`src/rtl/pc_sequencer_pkg.sv`:
```
// Shared definitions for the PC sequencer: FSM state encoding, next-PC
// select codes, trap cause codes and the NOP instruction word.
package pc_sequencer_pkg;

  typedef enum logic [2:0] {
    ST_BOOT,
    ST_FETCH,
    ST_EXEC,
    ST_HALTED,
    ST_TRAPPED
  } seq_state_t;

  localparam logic [1:0] PCSRC_PLUS4  = 2'b00;
  localparam logic [1:0] PCSRC_BRANCH = 2'b01;
  localparam logic [1:0] PCSRC_JALR   = 2'b10;
  localparam logic [1:0] PCSRC_RSVD   = 2'b11;

  localparam logic [1:0] CAUSE_NONE     = 2'b00;
  localparam logic [1:0] CAUSE_MISALIGN = 2'b01;
  localparam logic [1:0] CAUSE_TIMEOUT  = 2'b10;
  localparam logic [1:0] CAUSE_ILLEGAL  = 2'b11;

  // addi x0, x0, 0
  localparam logic [31:0] NOP_INSTR = 32'h0000_0013;

endpackage

```
`src/rtl/next_pc_sel.sv`:
```
// Next-PC selection and alignment check (purely combinational).
// Ports:
//   pc          - current program counter
//   pc_src      - select: PLUS4 / BRANCH / JALR / reserved
//   pc_target   - branch/JAL target
//   jalr_target - JALR target (bit 0 is cleared here)
//   next_pc     - selected next PC (pc when pc_src is reserved)
//   misaligned  - selected next PC is not word aligned
//   illegal     - pc_src is the reserved code
module next_pc_sel
  import pc_sequencer_pkg::*;
(
  input  logic [31:0] pc,
  input  logic [1:0]  pc_src,
  input  logic [31:0] pc_target,
  input  logic [31:0] jalr_target,
  output logic [31:0] next_pc,
  output logic        misaligned,
  output logic        illegal
);

  always_comb begin
    next_pc = pc;
    illegal = 1'b0;
    case (pc_src)
      PCSRC_PLUS4:  next_pc = pc + 32'd4;
      PCSRC_BRANCH: next_pc = pc_target;
      PCSRC_JALR:   next_pc = jalr_target & ~32'd1;
      default:      illegal = 1'b1;
    endcase
  end

  assign misaligned = !illegal && (next_pc[1:0] != 2'b00);

endmodule

```
`src/rtl/pc_sequencer.sv`:
```
// Program-counter sequencer: fetches one instruction at a time from
// instruction memory, hands it to the datapath, and advances the PC when
// the datapath commits. Traps (sticky) on misaligned target, fetch timeout
// or illegal pc_src; halts on request.
// Ports:
//   clk, rst_n                 - clock, async active-low reset
//   imem_req/imem_addr         - fetch request and address (= pc)
//   imem_ack/imem_rdata        - fetch completion and instruction word
//   instr/instr_valid          - latched instruction and one-cycle execute pulse
//   exec_done                  - datapath committed the current instruction
//   pc_src/pc_target/jalr_target - next-PC select and candidate targets
//   halt                       - stop after the current instruction commits
//   pc, trap, trap_cause, retired - architectural status
module pc_sequencer
  import pc_sequencer_pkg::*;
#(
  parameter logic [31:0] RESET_PC   = 32'h0000_0000,
  parameter int unsigned WAIT_LIMIT = 16
) (
  input  logic        clk,
  input  logic        rst_n,
  output logic        imem_req,
  output logic [31:0] imem_addr,
  input  logic        imem_ack,
  input  logic [31:0] imem_rdata,
  output logic [31:0] instr,
  output logic        instr_valid,
  input  logic        exec_done,
  input  logic [1:0]  pc_src,
  input  logic [31:0] pc_target,
  input  logic [31:0] jalr_target,
  input  logic        halt,
  output logic [31:0] pc,
  output logic        trap,
  output logic [1:0]  trap_cause,
  output logic [31:0] retired
);

  localparam int unsigned WAIT_W = $clog2(WAIT_LIMIT + 1);

  seq_state_t        state_q, state_d;
  logic [31:0]       pc_q, pc_d;
  logic [31:0]       instr_q, instr_d;
  logic [31:0]       retired_q, retired_d;
  logic              instr_valid_q, instr_valid_d;
  logic              trap_q, trap_d;
  logic [1:0]        cause_q, cause_d;
  logic [WAIT_W-1:0] wait_q, wait_d;

  logic [31:0] sel_pc;
  logic        sel_misaligned;
  logic        sel_illegal;

  next_pc_sel u_next_pc_sel (
    .pc          (pc_q),
    .pc_src      (pc_src),
    .pc_target   (pc_target),
    .jalr_target (jalr_target),
    .next_pc     (sel_pc),
    .misaligned  (sel_misaligned),
    .illegal     (sel_illegal)
  );

  always_comb begin
    state_d       = state_q;
    pc_d          = pc_q;
    instr_d       = instr_q;
    instr_valid_d = 1'b0;
    trap_d        = trap_q;
    cause_d       = cause_q;
    retired_d     = retired_q;
    wait_d        = '0;
    imem_req      = 1'b0;

    case (state_q)
      ST_BOOT: state_d = ST_FETCH;

      ST_FETCH: begin
        imem_req = 1'b1;
        if (imem_ack) begin
          instr_d       = imem_rdata;
          instr_valid_d = 1'b1;
          state_d       = ST_EXEC;
        end else if (wait_q == WAIT_W'(WAIT_LIMIT - 1)) begin
          // this cycle is the WAIT_LIMIT-th one without ack
          state_d = ST_TRAPPED;
          trap_d  = 1'b1;
          cause_d = CAUSE_TIMEOUT;
        end else begin
          wait_d = wait_q + 1'b1;
        end
      end

      ST_EXEC: begin
        if (exec_done) begin
          if (sel_illegal) begin
            state_d = ST_TRAPPED;
            trap_d  = 1'b1;
            cause_d = CAUSE_ILLEGAL;
          end else begin
            // a misaligned target still retires the instruction, but keeps pc
            retired_d = retired_q + 32'd1;
            if (sel_misaligned) begin
              state_d = ST_TRAPPED;
              trap_d  = 1'b1;
              cause_d = CAUSE_MISALIGN;
            end else begin
              pc_d    = sel_pc;
              state_d = halt ? ST_HALTED : ST_FETCH;
            end
          end
        end
      end

      ST_HALTED, ST_TRAPPED: ;

      default: state_d = ST_BOOT;
    endcase
  end

  always_ff @(posedge clk or negedge rst_n) begin
    if (!rst_n) begin
      state_q       <= ST_BOOT;
      pc_q          <= RESET_PC;
      instr_q       <= NOP_INSTR;
      instr_valid_q <= 1'b0;
      trap_q        <= 1'b0;
      cause_q       <= CAUSE_NONE;
      retired_q     <= '0;
      wait_q        <= '0;
    end else begin
      state_q       <= state_d;
      pc_q          <= pc_d;
      instr_q       <= instr_d;
      instr_valid_q <= instr_valid_d;
      trap_q        <= trap_d;
      cause_q       <= cause_d;
      retired_q     <= retired_d;
      wait_q        <= wait_d;
    end
  end

  assign imem_addr   = pc_q;
  assign pc          = pc_q;
  assign instr       = instr_q;
  assign instr_valid = instr_valid_q;
  assign trap        = trap_q;
  assign trap_cause  = cause_q;
  assign retired     = retired_q;

endmodule

```
`config.mk`:
```
export PLATFORM = sky130hd
export DESIGN_NAME = pc_sequencer
export DESIGN_NICKNAME = d
export VERILOG_FILES = /design/src/rtl/pc_sequencer_pkg.sv /design/src/rtl/next_pc_sel.sv /design/src/rtl/pc_sequencer.sv
export SDC_FILE = /design/constraint.sdc
export NUM_CORES = 1
export LEC_CHECK = 0
export BUFFER_PORTS_ARGS = -buffer_cell sky130_fd_sc_hd__buf_2
export CORE_ASPECT_RATIO = 1.1
export CORE_MARGIN = 2
export CORE_UTILIZATION = 42
export CTS_BUF_LIST = sky130_fd_sc_hd__clkbuf_4
export CTS_CLUSTER_DIAMETER = 80
export CTS_CLUSTER_SIZE = 25
export DETAILED_ROUTE_END_ITERATION = 10
export PLACE_DENSITY = 0.7
export SETUP_SLACK_MARGIN = 0.02
export SLEW_MARGIN = 20
export SYNTH_ARGS = -nofsm -noshare
export SYNTH_HDL_FRONTEND = slang
export SYNTH_HIERARCHICAL = 1
export SYNTH_SLANG_ARGS = --single-unit
```
`constraint.sdc`:
```
create_clock -name clk -period 6.5 [get_ports clk]
set_input_delay 0.975 -clock clk [delete_from_list [all_inputs] [get_ports clk]]
set_output_delay 0.975 -clock clk [all_outputs]
set_load 0.005 [all_outputs]
```
==> impl_metrics.csv <==
group,metric,value,unit
critical_path,cp-start-kind,"input pin",
sta,fin_setup_tns,0,ns
yosys,yosysUniqueCellTypes,61,
yosys,syn_area,0.00620,mm^2
critical_path,arrival,3.53,ns
sta,rsz0062_at_grt,"false",
finish,drive_gt1_frac,0.499,
hold_path,min_path_type,"flip-flop to flip-flop",
floorplan,core_area,0.0144,mm^2
floorplan,io_pins,236,
grt,antenna_found_initial,1,
route,first_iter_violations,246,
finish,layout.cells.most_common,"buf_2",
critical_path,setup.worst_path.class,"input pin to flip-flop",
power_and_ir_drop,leakagePower,3.61,nW
cts,clock_sinks,108,
yosys,seq_area_frac_synth,0.437,
cts,cts.htree.levels,3,
critical_path,critPathMaxFanout,42,
power_and_ir_drop,p_per_area,338,mW/mm^2
route,firstDrtPassIters,5,
yosys,synth_nets,624,
placement,port_buffers,234,
grt,gr-total-overflow,0,
power_and_ir_drop,ir_worst_vdd,0.133,mV
route,num_vias,4781,
yosys,netlist_instances,518,
sta,worstMarginPinSlew,0.827,ns
grt,grt_pass1_wl,24.2,mm
route,routedWlPerCell,16.5,um
route,drc,0,
critical_path,path_delay_family,"buffers and inverters",
floorplan,initial_core_util,0.429,
placement,dpl.hpwl,11.1,mm
floorplan,placementRows,46,
critical_path,path_depth,10,
route,routed_wirelength,15.1,mm
finish,area_growth,18.9,%
critical_path,worst_path_most_repeated_cell,"nor2_1",
cts,path_clk_slew,0.17,ns
yosys,ys.flop_type,"dfrtp_1",
critical_path,cp.required,6.87,ns
grt,grtUsageTotal,0.192,
finish,fin_cells,911,
sta,relSlewSlack,0.449,
cts,root_buffer,"clkbuf_4",
power_and_ir_drop,finalPower,2.49,mW
grt,grt_pass1_vias,4792,
finish,postLayoutCellArea,0.00737,mm^2
cts,clk_latency,0.48,ns
critical_path,cpMaxStageDelayCell,"buf_2",
sta,final_max_slew_viol_count,0,
finish,fin_nets,819,
cts,cts_resized,0,
yosys,synth-seq-cells,108,
floorplan,fp.dieH,131,um
critical_path,end_kind,"flip-flop",
critical_path,worst_r2r_path_depth,7,
sta,fin_worst_skew,0.0215,ns
placement,place_area,0.00726,mm^2
yosys,yosysWarnings,6,
sta,period_share,0.486,
yosys,synthArstFlopShare,1.00,
sta,finalCriticalPeriod,3.16,ns
cts,cts_setup_buffers,0,
finish,fillers,1315,
grt,grt_max_degree,61,
critical_path,worst-path-buf-inv,3,
sta,setup_viol,0,
placement,dp_cells,894,
hold_path,min_path_cells,1,
sta,hold_violations,0,
placement,gp_congestion,0.814,
finish,final_cell_mix,"buf_2, dfrtp_1, mux2_2",
sta,fmax,317,MHz
cts,cts_buffers,9,
cts,cts_max_path_buffers,2,
floorplan,die_w,120,um
route,viasPerCell,5.25,
critical_path,crit_chain,"buf_2 > nand2_1 > inv_1 > o2bb2ai_1 > nor2_1 > nor2_1 > nor2_1 > nand2_1 > buf_4 > mux2_2",
yosys,synth_area_per_cell,12.0,um^2
yosys,synth-edff-count,0,
cts,cts_hold_buf,0,
cts,tritoncts,"yes",
floorplan,dieArea,0.0157,mm^2
status,status,"complete, no violations",
route,ant_nets,0,
critical_path,slowest_delay,0.63,ns
run,maxCapViolCount,0,
==> per-layer routing <==
layer	global-route usage	vias to the layer above	share of wire
met3	0.0473	16	0.071
met5	0	-	0
li1	-	2257	-
met2	0.330	167	0.50
met4	0.0608	0	0.015
met1	0.237	2341	0.41
==> logic make-up after synthesis <==
family	count (synthesis)	share of synthesized area
flops	108	0.437
fa+ha+maj	3	0.00606
xor+xnor	53	0.0749
mux	98	0.217
compound gates	39	0.0420
buf+inv	60	0.0654
simple gates	157	0.158
==> flip-flops by register name, indices dropped and copies added, names as in the netlist <==
signal and cells:
imem_addr 32, trap 1, retired 32, trap_cause 2
instr 32, state_q 3, wait_q 5, instr_valid 1
==> synthesized netlist by cell type (2+ instances only) <==
library cell  count  area [um^2]
and2_1            6         37.5
clkbuf_1          7         26.3
or3b_2            2         17.5
nor3b_1           2         15.0
mux4_2           16          360
dfrtp_1         105         2630
and4b_1           3         30.0
nand4_2           2         25.0
nor2_1           19         71.3
nor3_1            8         40.0
mux2_2           67          754
and2_2            2         15.0
buf_6             5         56.3
or3_1             2         12.5
mux4_1            5          131
nand2_1          32          120
nand3_1          23          115
a21o_1            2         15.0
nand2b_1          3         18.8
nand4_1          21          131
mux2i_1          10          100
a211oi_1          3         22.5
ha_1              3         37.5
and3_1            8         50.1
nor4_4            3         63.8
nor2b_1           2         12.5
a21oi_1           7         35.0
o21ai_0          13         65.1
dfstp_2           3         78.8
xnor2_1          38          333
and4_1            6         52.6
buf_4            36          270
nor4_1            2         12.5
inv_1             6         22.5
buf_2             6         30.0
xor2_1           15          131
==> final cells by class <==
class,count,area [um^2],share of cell area
Antenna cell,1,2.50,0.000340
Clock buffer,9,67.6,0.00917
Clock inverter,7,41.3,0.00560
Inverter,6,22.5,0.00306
Multi-Input combinational cell,350,3090,0.419
Sequential cell,108,2710,0.367
Tap cell,192,240,0.0326
Timing Repair Buffer,238,1200,0.163
==> final timing paths <==
check	end	slack, ns	from
worst max-delay path	imem_addr[11]$_DFFE_PN0P_	3.34	pc_src[1]
worst min-delay path	wait_q[0]$_DFF_PN0_	0.48	wait_q[0]$_DFF_PN0_
worst max register to register	imem_addr[28]$_DFFE_PN0P_	3.68	imem_addr[3]$_DFFE_PN0P_
worst min register to register	wait_q[0]$_DFF_PN0_	0.48	wait_q[0]$_DFF_PN0_
max in group asynchronous	retired[19]$_DFFE_PN0P_	4.80	rst_n
min in group asynchronous	imem_addr[10]$_DFFE_PN0P_	0.49	rst_n
==> stage by stage <==
stage	util	hold slack, ns	setup slack (ns)
after floorplan	-	0.433	3.70
after global placement	0.502	0.447	2.83
after detailed placement	0.502	0.447	2.80
after CTS	0.510	0.456	3.37
after global routing	0.510	0.484	3.08
final	0.510	0.484	3.34
==> where the power goes <==
group | switching, mW | internal, mW | total [mW]
Sequential | 0.294 | 0.902 | 1.20
Combinational | 0.397 | 0.598 | 0.995
Clock | 0.222 | 0.0763 | 0.298
(Power assumes the default switching activity.)
